===== src/rtl/hazard_pkg.sv =====
`default_nettype none
// ============================================================================
// Module      : hazard_pkg
// Description : Shared types and constants for the hazard / matmul controller.
// Revision    : 1.0 - initial release
// ============================================================================
package hazard_pkg;

  localparam int REG_AW_DEF = 3;

  typedef enum logic [0:0] {
    IDLE = 1'b0,
    RUN  = 1'b1
  } mm_state_t;

  localparam logic [1:0] FWD_RF = 2'b00;
  localparam logic [1:0] FWD_W  = 2'b01;
  localparam logic [1:0] FWD_M  = 2'b10;

  // Register addresses arrive zero-extended to 8 bits so one helper serves any REG_AW.
  function automatic logic [1:0] fwd_sel(
    input logic       regwrite_m,
    input logic [7:0] rd_m,
    input logic       regwrite_w,
    input logic [7:0] rd_w,
    input logic [7:0] rs_e
  );
    logic [1:0] sel;
    sel = FWD_RF;
    if (regwrite_m && (rd_m != 8'd0) && (rd_m == rs_e)) begin
      sel = FWD_M;
    end else if (regwrite_w && (rd_w != 8'd0) && (rd_w == rs_e)) begin
      sel = FWD_W;
    end
    return sel;
  endfunction

endpackage
`default_nettype wire


===== src/rtl/hazard_mm_ctrl_if.sv =====
`default_nettype none
// ============================================================================
// Module      : hazard_mm_ctrl_if
// Description : Pipeline-side signal bundle of the hazard / matmul controller.
// Revision    : 1.0 - initial release
// ============================================================================
interface hazard_mm_ctrl_if #(
  parameter int REG_AW = hazard_pkg::REG_AW_DEF
);
  logic [REG_AW-1:0] rs1_d;
  logic [REG_AW-1:0] rs2_d;
  logic              is_matrix_mult_d;
  logic [REG_AW-1:0] rs1_e;
  logic [REG_AW-1:0] rs2_e;
  logic [REG_AW-1:0] rd_e;
  logic              memread_e;
  logic              pcsrc_e;
  logic [REG_AW-1:0] rd_m;
  logic              regwrite_m;
  logic [REG_AW-1:0] rd_w;
  logic              regwrite_w;

  logic              StallF;
  logic              StallD;
  logic              FlushD;
  logic              FlushE;
  logic [1:0]        ForwardAE;
  logic [1:0]        ForwardBE;
  logic              mm_start;
  logic              mm_busy;

  modport master (
    output rs1_d, rs2_d, is_matrix_mult_d, rs1_e, rs2_e, rd_e, memread_e,
           pcsrc_e, rd_m, regwrite_m, rd_w, regwrite_w,
    input  StallF, StallD, FlushD, FlushE, ForwardAE, ForwardBE, mm_start, mm_busy
  );

  modport slave (
    input  rs1_d, rs2_d, is_matrix_mult_d, rs1_e, rs2_e, rd_e, memread_e,
           pcsrc_e, rd_m, regwrite_m, rd_w, regwrite_w,
    output StallF, StallD, FlushD, FlushE, ForwardAE, ForwardBE, mm_start, mm_busy
  );
endinterface
`default_nettype wire


===== src/rtl/hazard_mm_ctrl_mm_seq.sv =====
`default_nettype none
// ============================================================================
// Module      : mm_seq
// Description : Matrix-multiply sequencer: start pulse, busy flag, front-end hold.
// Revision    : 1.0 - initial release
// ============================================================================
module mm_seq
  import hazard_pkg::*;
#(
  parameter int MM_CYCLES = 8
) (
  input  logic clk,
  input  logic reset,
  input  logic i_abort,
  input  logic i_lwstall,
  input  logic i_mm_req,
  output logic o_mm_start,
  output logic o_mm_busy,
  output logic o_mm_hold
);

  localparam logic [7:0] c_CNT_INIT = 8'(MM_CYCLES - 1);

  mm_state_t  r_state;
  mm_state_t  w_state_nxt;
  logic [7:0] r_cnt;
  logic [7:0] w_cnt_nxt;

  always_ff @(posedge clk or posedge reset) begin
    if (reset) begin
      r_state <= IDLE;
      r_cnt   <= 8'd0;
    end else begin
      r_state <= w_state_nxt;
      r_cnt   <= w_cnt_nxt;
    end
  end

  always_comb begin
    w_state_nxt = r_state;
    w_cnt_nxt   = r_cnt;
    o_mm_start  = 1'b0;
    o_mm_busy   = 1'b0;
    o_mm_hold   = 1'b0;
    case (r_state)
      IDLE: begin
        // A redirect or a pending load-use hazard defers the launch.
        if (!i_abort && !i_lwstall && i_mm_req) begin
          o_mm_start  = 1'b1;
          o_mm_hold   = 1'b1;
          w_state_nxt = RUN;
          w_cnt_nxt   = c_CNT_INIT;
        end
      end
      RUN: begin
        o_mm_busy = 1'b1;
        if (i_abort) begin
          w_state_nxt = IDLE;
          w_cnt_nxt   = 8'd0;
        end else if (r_cnt != 8'd0) begin
          o_mm_hold = 1'b1;
          w_cnt_nxt = r_cnt - 8'd1;
        end else begin
          w_state_nxt = IDLE;
        end
      end
      default: begin
        w_state_nxt = IDLE;
        w_cnt_nxt   = 8'd0;
      end
    endcase
  end

endmodule
`default_nettype wire


===== src/rtl/hazard_mm_ctrl.sv =====
`default_nettype none
// ============================================================================
// Module      : hazard_mm_ctrl
// Description : Pipeline hazard detection, forwarding and matmul front-end hold.
// Revision    : 1.0 - initial release
// ============================================================================
module hazard_mm_ctrl
  import hazard_pkg::*;
#(
  parameter int REG_AW    = REG_AW_DEF,
  parameter int MM_CYCLES = 8
) (
  input  logic             clk,
  input  logic             reset,
  hazard_mm_ctrl_if.slave  bus
);

  logic       w_lwstall;
  logic       w_mm_start;
  logic       w_mm_busy;
  logic       w_mm_hold;
  logic       w_stall;
  logic       w_flush_d;
  logic       w_flush_e;
  logic [1:0] w_fwd_a;
  logic [1:0] w_fwd_b;

  assign w_lwstall = bus.memread_e && (bus.rd_e != '0) &&
                     ((bus.rd_e == bus.rs1_d) || (bus.rd_e == bus.rs2_d));

  mm_seq #(
    .MM_CYCLES (MM_CYCLES)
  ) u_mm_seq (
    .clk        (clk),
    .reset      (reset),
    .i_abort    (bus.pcsrc_e),
    .i_lwstall  (w_lwstall),
    .i_mm_req   (bus.is_matrix_mult_d),
    .o_mm_start (w_mm_start),
    .o_mm_busy  (w_mm_busy),
    .o_mm_hold  (w_mm_hold)
  );

  assign w_fwd_a = fwd_sel(bus.regwrite_m, 8'(bus.rd_m), bus.regwrite_w,
                           8'(bus.rd_w), 8'(bus.rs1_e));
  assign w_fwd_b = fwd_sel(bus.regwrite_m, 8'(bus.rd_m), bus.regwrite_w,
                           8'(bus.rd_w), 8'(bus.rs2_e));

  // Redirect beats everything; load-use only matters while no matmul owns E.
  always_comb begin
    w_stall   = 1'b0;
    w_flush_d = 1'b0;
    w_flush_e = 1'b0;
    if (bus.pcsrc_e) begin
      w_flush_d = 1'b1;
      w_flush_e = 1'b1;
    end else if (w_mm_hold) begin
      w_stall   = 1'b1;
      w_flush_e = 1'b1;
    end else if (w_lwstall && !w_mm_busy) begin
      w_stall   = 1'b1;
      w_flush_e = 1'b1;
    end
  end

  assign bus.StallF    = !reset && w_stall;
  assign bus.StallD    = !reset && w_stall;
  assign bus.FlushD    = !reset && w_flush_d;
  assign bus.FlushE    = !reset && w_flush_e;
  assign bus.ForwardAE = reset ? FWD_RF : w_fwd_a;
  assign bus.ForwardBE = reset ? FWD_RF : w_fwd_b;
  assign bus.mm_start  = !reset && w_mm_start;
  assign bus.mm_busy   = !reset && w_mm_busy;

endmodule
`default_nettype wire


===== src/flat_wrapper.sv =====
// flat-port wrapper written by rule: the top's interface ports become plain ports
module hazard_mm_ctrl_flat import hazard_pkg::*;
#(
  parameter int REG_AW    = REG_AW_DEF,
  parameter int MM_CYCLES = 8
)
  (clk, reset, bus_rs1_d, bus_rs2_d, bus_is_matrix_mult_d, bus_rs1_e, bus_rs2_e, bus_rd_e, bus_memread_e, bus_pcsrc_e, bus_rd_m, bus_regwrite_m, bus_rd_w, bus_regwrite_w, bus_StallF, bus_StallD, bus_FlushD, bus_FlushE, bus_ForwardAE, bus_ForwardBE, bus_mm_start, bus_mm_busy);
  hazard_mm_ctrl_if #(.REG_AW(REG_AW)) bus_i ();
  input  logic clk;
  input  logic reset;
  input wire logic [$bits(bus_i.rs1_d)-1:0] bus_rs1_d;
  input wire logic [$bits(bus_i.rs2_d)-1:0] bus_rs2_d;
  input wire logic [$bits(bus_i.is_matrix_mult_d)-1:0] bus_is_matrix_mult_d;
  input wire logic [$bits(bus_i.rs1_e)-1:0] bus_rs1_e;
  input wire logic [$bits(bus_i.rs2_e)-1:0] bus_rs2_e;
  input wire logic [$bits(bus_i.rd_e)-1:0] bus_rd_e;
  input wire logic [$bits(bus_i.memread_e)-1:0] bus_memread_e;
  input wire logic [$bits(bus_i.pcsrc_e)-1:0] bus_pcsrc_e;
  input wire logic [$bits(bus_i.rd_m)-1:0] bus_rd_m;
  input wire logic [$bits(bus_i.regwrite_m)-1:0] bus_regwrite_m;
  input wire logic [$bits(bus_i.rd_w)-1:0] bus_rd_w;
  input wire logic [$bits(bus_i.regwrite_w)-1:0] bus_regwrite_w;
  output wire logic [$bits(bus_i.StallF)-1:0] bus_StallF;
  output wire logic [$bits(bus_i.StallD)-1:0] bus_StallD;
  output wire logic [$bits(bus_i.FlushD)-1:0] bus_FlushD;
  output wire logic [$bits(bus_i.FlushE)-1:0] bus_FlushE;
  output wire logic [$bits(bus_i.ForwardAE)-1:0] bus_ForwardAE;
  output wire logic [$bits(bus_i.ForwardBE)-1:0] bus_ForwardBE;
  output wire logic [$bits(bus_i.mm_start)-1:0] bus_mm_start;
  output wire logic [$bits(bus_i.mm_busy)-1:0] bus_mm_busy;
  assign bus_i.rs1_d = bus_rs1_d;
  assign bus_i.rs2_d = bus_rs2_d;
  assign bus_i.is_matrix_mult_d = bus_is_matrix_mult_d;
  assign bus_i.rs1_e = bus_rs1_e;
  assign bus_i.rs2_e = bus_rs2_e;
  assign bus_i.rd_e = bus_rd_e;
  assign bus_i.memread_e = bus_memread_e;
  assign bus_i.pcsrc_e = bus_pcsrc_e;
  assign bus_i.rd_m = bus_rd_m;
  assign bus_i.regwrite_m = bus_regwrite_m;
  assign bus_i.rd_w = bus_rd_w;
  assign bus_i.regwrite_w = bus_regwrite_w;
  assign bus_StallF = bus_i.StallF;
  assign bus_StallD = bus_i.StallD;
  assign bus_FlushD = bus_i.FlushD;
  assign bus_FlushE = bus_i.FlushE;
  assign bus_ForwardAE = bus_i.ForwardAE;
  assign bus_ForwardBE = bus_i.ForwardBE;
  assign bus_mm_start = bus_i.mm_start;
  assign bus_mm_busy = bus_i.mm_busy;
  hazard_mm_ctrl #(.REG_AW(REG_AW), .MM_CYCLES(MM_CYCLES)) u_core (.clk(clk), .reset(reset), .bus(bus_i));
endmodule

===== config.mk =====
export PLATFORM = sky130hd
export DESIGN_NAME = hazard_mm_ctrl_flat
export DESIGN_NICKNAME = d
export VERILOG_FILES = /design/src/rtl/hazard_pkg.sv /design/src/rtl/hazard_mm_ctrl_if.sv /design/src/rtl/hazard_mm_ctrl_mm_seq.sv /design/src/rtl/hazard_mm_ctrl.sv /design/src/flat_wrapper.sv
export SDC_FILE = /design/constraint.sdc
export NUM_CORES = 1
export LEC_CHECK = 0
export CAP_MARGIN = 15
export CELL_PAD_IN_SITES_DETAIL_PLACEMENT = 2
export CELL_PAD_IN_SITES_GLOBAL_PLACEMENT = 2
export CORE_UTILIZATION = 23
export CTS_CLUSTER_DIAMETER = 60
export DETAILED_ROUTE_END_ITERATION = 7
export PLACE_DENSITY_LB_ADDON = 0.1
export SYNTH_ARGS = -nofsm -noshare
export SYNTH_HDL_FRONTEND = slang
export SYNTH_SLANG_ARGS = --single-unit

===== constraint.sdc =====
create_clock -name clk -period 2 [get_ports clk]
set_input_delay 0.3 -clock clk [delete_from_list [all_inputs] [get_ports clk]]
set_output_delay 0.3 -clock clk [all_outputs]
set_load 0.05 [all_outputs]

==> flow_summary_export.csv <==
group,metric,value,unit
status,outcome,"complete, no violations",
synthesis,ys.flop_type,"dfrtp_1",
clocking,clock_tree_from_tritoncts,"yes",
flow_run,max-cap-violations,0,
worst_setup_path,worst_ep_arrival_time,1.69,ns
floorplanning,floorplan.die_area,4180,µm²
sta,max_slew.worst_pin.slew,0.427,ns
place,placement.setup.worst_slack,-0.217,ns
synthesis,synthAdderAreaFrac,2.77,%
synthesis,synth.cells.most_frequent,"xnor2_1 (16), nand3_1 (10), dfrtp_1 (9)",
floorplanning,top_level_ports,38,
synthesis,synth-edff-count,0,
clocking,cts_hold_buffers,0,
worst_setup_path,worst_path_class_setup,"reg2out",
sta,slew-limit-headroom,71.5,%
power,static-leakage-power,0.698,nW
clocking,ctsLongestPathBuffers,2,
worst_setup_path,reg_to_reg_startpoint,"u_core.u_mm_seq.r_cnt[1]",
global_route,globalRouteTotalUtil,18.4,%
final_layout,n_antenna_cell,0,
place,dp.cells,204,
global_route,grt_antenna_before_repair,0,
worst_setup_path,cp_slowest_stage_delay,0.39,ns
synthesis,ys_ff_latch,9,
synthesis,post_synth_num_cell_types,33,
sta,final.setup_skew,0.00263,ns
synthesis,mappedNetlistArea,903,µm²
final_layout,final_net_count,198,
synthesis,async_flop_share,100,%
sta,finalHoldViolations,0,
synthesis,post-synth-top-count-cell,"xnor2_1",
global_route,overflow,0,
global_route,grt_start_max_net_pins,10,
detailed_routing,dr_total_vias,1061,
synthesis,yosys.area_share.simple,25.6,%
floorplanning,core_rows,22,
detailed_routing,drtAntennaViolNets,0,
synthesis,mappedNetlistNets,137,
synthesis,combinational_family_with_the_most_area_after_synthesis,"simple AND/OR/NAND/NOR gates",
final_layout,post_layout_nonfiller_instances,215,
floorplanning,coreArea,3720,µm²
detailed_routing,residual_drc_count,0,
sta,achievable-frequency,504,MHz
power,power_density,763,nW/µm²
worst_setup_path,endpoint_kind,"primary output",
worst_setup_path,startpoint_type,"flop",
synthesis,synth_xor_xnor_area_share,15.5,%
floorplanning,fp.dieW,64.7,µm
detailed_routing,routed_via_density,4.93,
synthesis,synth-compound-area-share,24.2,%
worst_setup_path,worst-path-buf-inv,2,
power,peakVddDrop,271,µV
clocking,clock_latency,0.23,ns
clocking,worst_setup_hold_path_clk_slew,0.05,ns
worst_setup_path,ff2ff_setup_slack,0.10,ns
clocking,htreeDepth,1,
detailed_routing,first_pass_iters,4,
synthesis,syn-instance-count,107,
sta,post-route-period-util,99.3,%
clocking,tritoncts.num_buffers,3,
synthesis,synth_largest_area_cell,"dfrtp_1",
clocking,clock_sink_count,9,
worst_setup_path,crit_family,"simple AND/OR/NAND/NOR gates",
sta,setup_viol,0,
clocking,clock_tree.root_cell,"clkbuf_8",
synthesis,synth_largest_type_area_fraction,24.9,%
global_route,number_of_global_route_vias_before_repair,1249,
place,placement.io_buffers,37,
detailed_routing,routedWlPerCell,16.3,µm
worst_setup_path,cp_data_required_time,1.70,ns
worst_setup_path,rr_worst_depth,10,
hold_path,holdCritPathClass,"in2async",
worst_setup_path,maximum_fanout_encountered_on_the_critical_timing_path,2,
power,fin_total_pwr,1.31,mW
synthesis,post_synth.cell_area_avg,8.44,µm²
worst_setup_path,critical_path.cell_chain,"inv_2 > ha_4 > nor4b_4 > nand3_2 > o31ai_4 > a21oi_2 > buf_12",
synthesis,synth_seq_area_share,24.9,%
synthesis,synth_area_leaders,"dfrtp_1 (25%), xnor2_1 (16%), nand3_1 (5.5%)",
detailed_routing,initialDrtViolationCount,33,
worst_setup_path,cp_slowest_cell,"dfrtp_1",
sta,timing.final.ws_setup,0.0143,ns
detailed_routing,finalWirelength,3510,µm
place,detailedPlacementHpwl,2820,µm
final_layout,final_layout_size_suffix_gt1_share,38.3,%
synthesis,multiplexer_share_of_the_synthesized_area,2.22,%
global_route,first_pass_grt_wire_length,5910,µm
floorplanning,fp.dieH,64.7,µm
worst_setup_path,timing.rr.end,"u_core.u_mm_seq.r_cnt[2]",
sta,final-max-slew-violation-count,0,
final_layout,area_delta_synth_final,90.7,%
sta,rsz_0062_raised_after_global_routing,"yes",
synthesis,ys_warn_count,0,
floorplanning,initial_core_util,24.3,%
place,routabilityCongestion,0.790,
sta,finalCriticalPeriod,1.99,ns
kinds of logic (layout without fill, tap and decap cells):
group / count (synthesis) / after routing
AO/OA/AOI/OAI: 27 / 27
XOR/XNOR: 16 / 16
adder cells (fa/ha/maj): 2 / 2
buffers and inverters: 10 / 70
flip-flops: 9 / 9
multiplexers: 2 / 2
AND/OR/NAND/NOR: 41 / 41
worst max-delay path by stage:
stage | from | to | cells after the start
finish | u_core.u_mm_seq.r_cnt[1] | bus_FlushE | 7
global route | u_core.u_mm_seq.r_cnt[1] | bus_FlushE | 7
CTS | u_core.u_mm_seq.r_cnt[0] | bus_FlushE | 7
detailed placement | bus_rd_e[1] | bus_FlushE | 6
global placement | bus_rd_e[0] | bus_StallF | 7
floorplan | reset | bus_ForwardAE[0] | 4
power by group:
group	internal, mW	switching [mW]	total, mW
Sequential	0.234	0.0887	0.323
Clock	0.139	0.0778	0.217
Combinational	0.403	0.372	0.774
placed cells by master (no fill, tap or decap), types with 3 or more instances in the layout:
cell type        Yosys  layout
nor2_1               7       5
a21oi_1              6       5
buf_12               0       9
dfrtp_1              9       9
o211ai_1             4       4
clkbuf_8             0       3
nand3_1             10       9
nand2_1              7       7
inv_2                0       3
inv_1                7       4
nor3_1               4       3
nor3b_2              0       3
clkdlybuf4s50_1      0      13
dlygate4sd2_1        0      11
xnor2_1             16      16
buf_4                1      22
layout make-up:
class	instances	area (µm²)
timing repair buffer	59	633
multi-input combinational	88	733
tap	48	60.1
clock buffer	4	45.0
inverter	7	26.3
fill	412	1990
sequential	9	225
registers in the layout, indices dropped and copies added, names as in the netlist:
register and count:
u_core.u_mm_seq.r_state 1, u_core.u_mm_seq.r_cnt 8
per-layer routing:
metal | vias to the layer above | wire length, µm | track usage [%]
li1 | 512 | - | -
met5 | - | 0 | 0
met1 | 511 | 1530 | 22.6
met4 | 0 | 42 | 5.00
met2 | 32 | 1770 | 33.0
met3 | 6 | 160 | 2.82
worst register-to-register path, delay by kind of cell (launching register included):
family | cells | cell delay, ns
AOI/OAI and AO/OA | 3 | 0.38
buffers and inverters | 4 | 0.52
and+or+nand+nor | 2 | 0.36
DFF | 1 | 0.39
adders and majority gates | 1 | 0.13
metrics by stage:
step	instance area (µm²)	util [%]	hold slack (ns)	setup TNS (ns)
detailed placement	1540	41.3	0.571	-1.88
floorplan	908	-	0.329	-1.14
CTS	1650	44.5	0.437	0
finish	1720	46.4	0.439	0
global route	1720	46.4	0.482	-0.0927
global placement	1540	41.3	0.538	-1.19
timing repair:
action                                  4_1_cts  5_1_grt
cloned                                        0        0
endpoints found under the setup margin        8        9
resized for setup                            27       13
setup buffers                                 3        4
pin swaps                                    14        7
(Power assumes the default switching activity.)
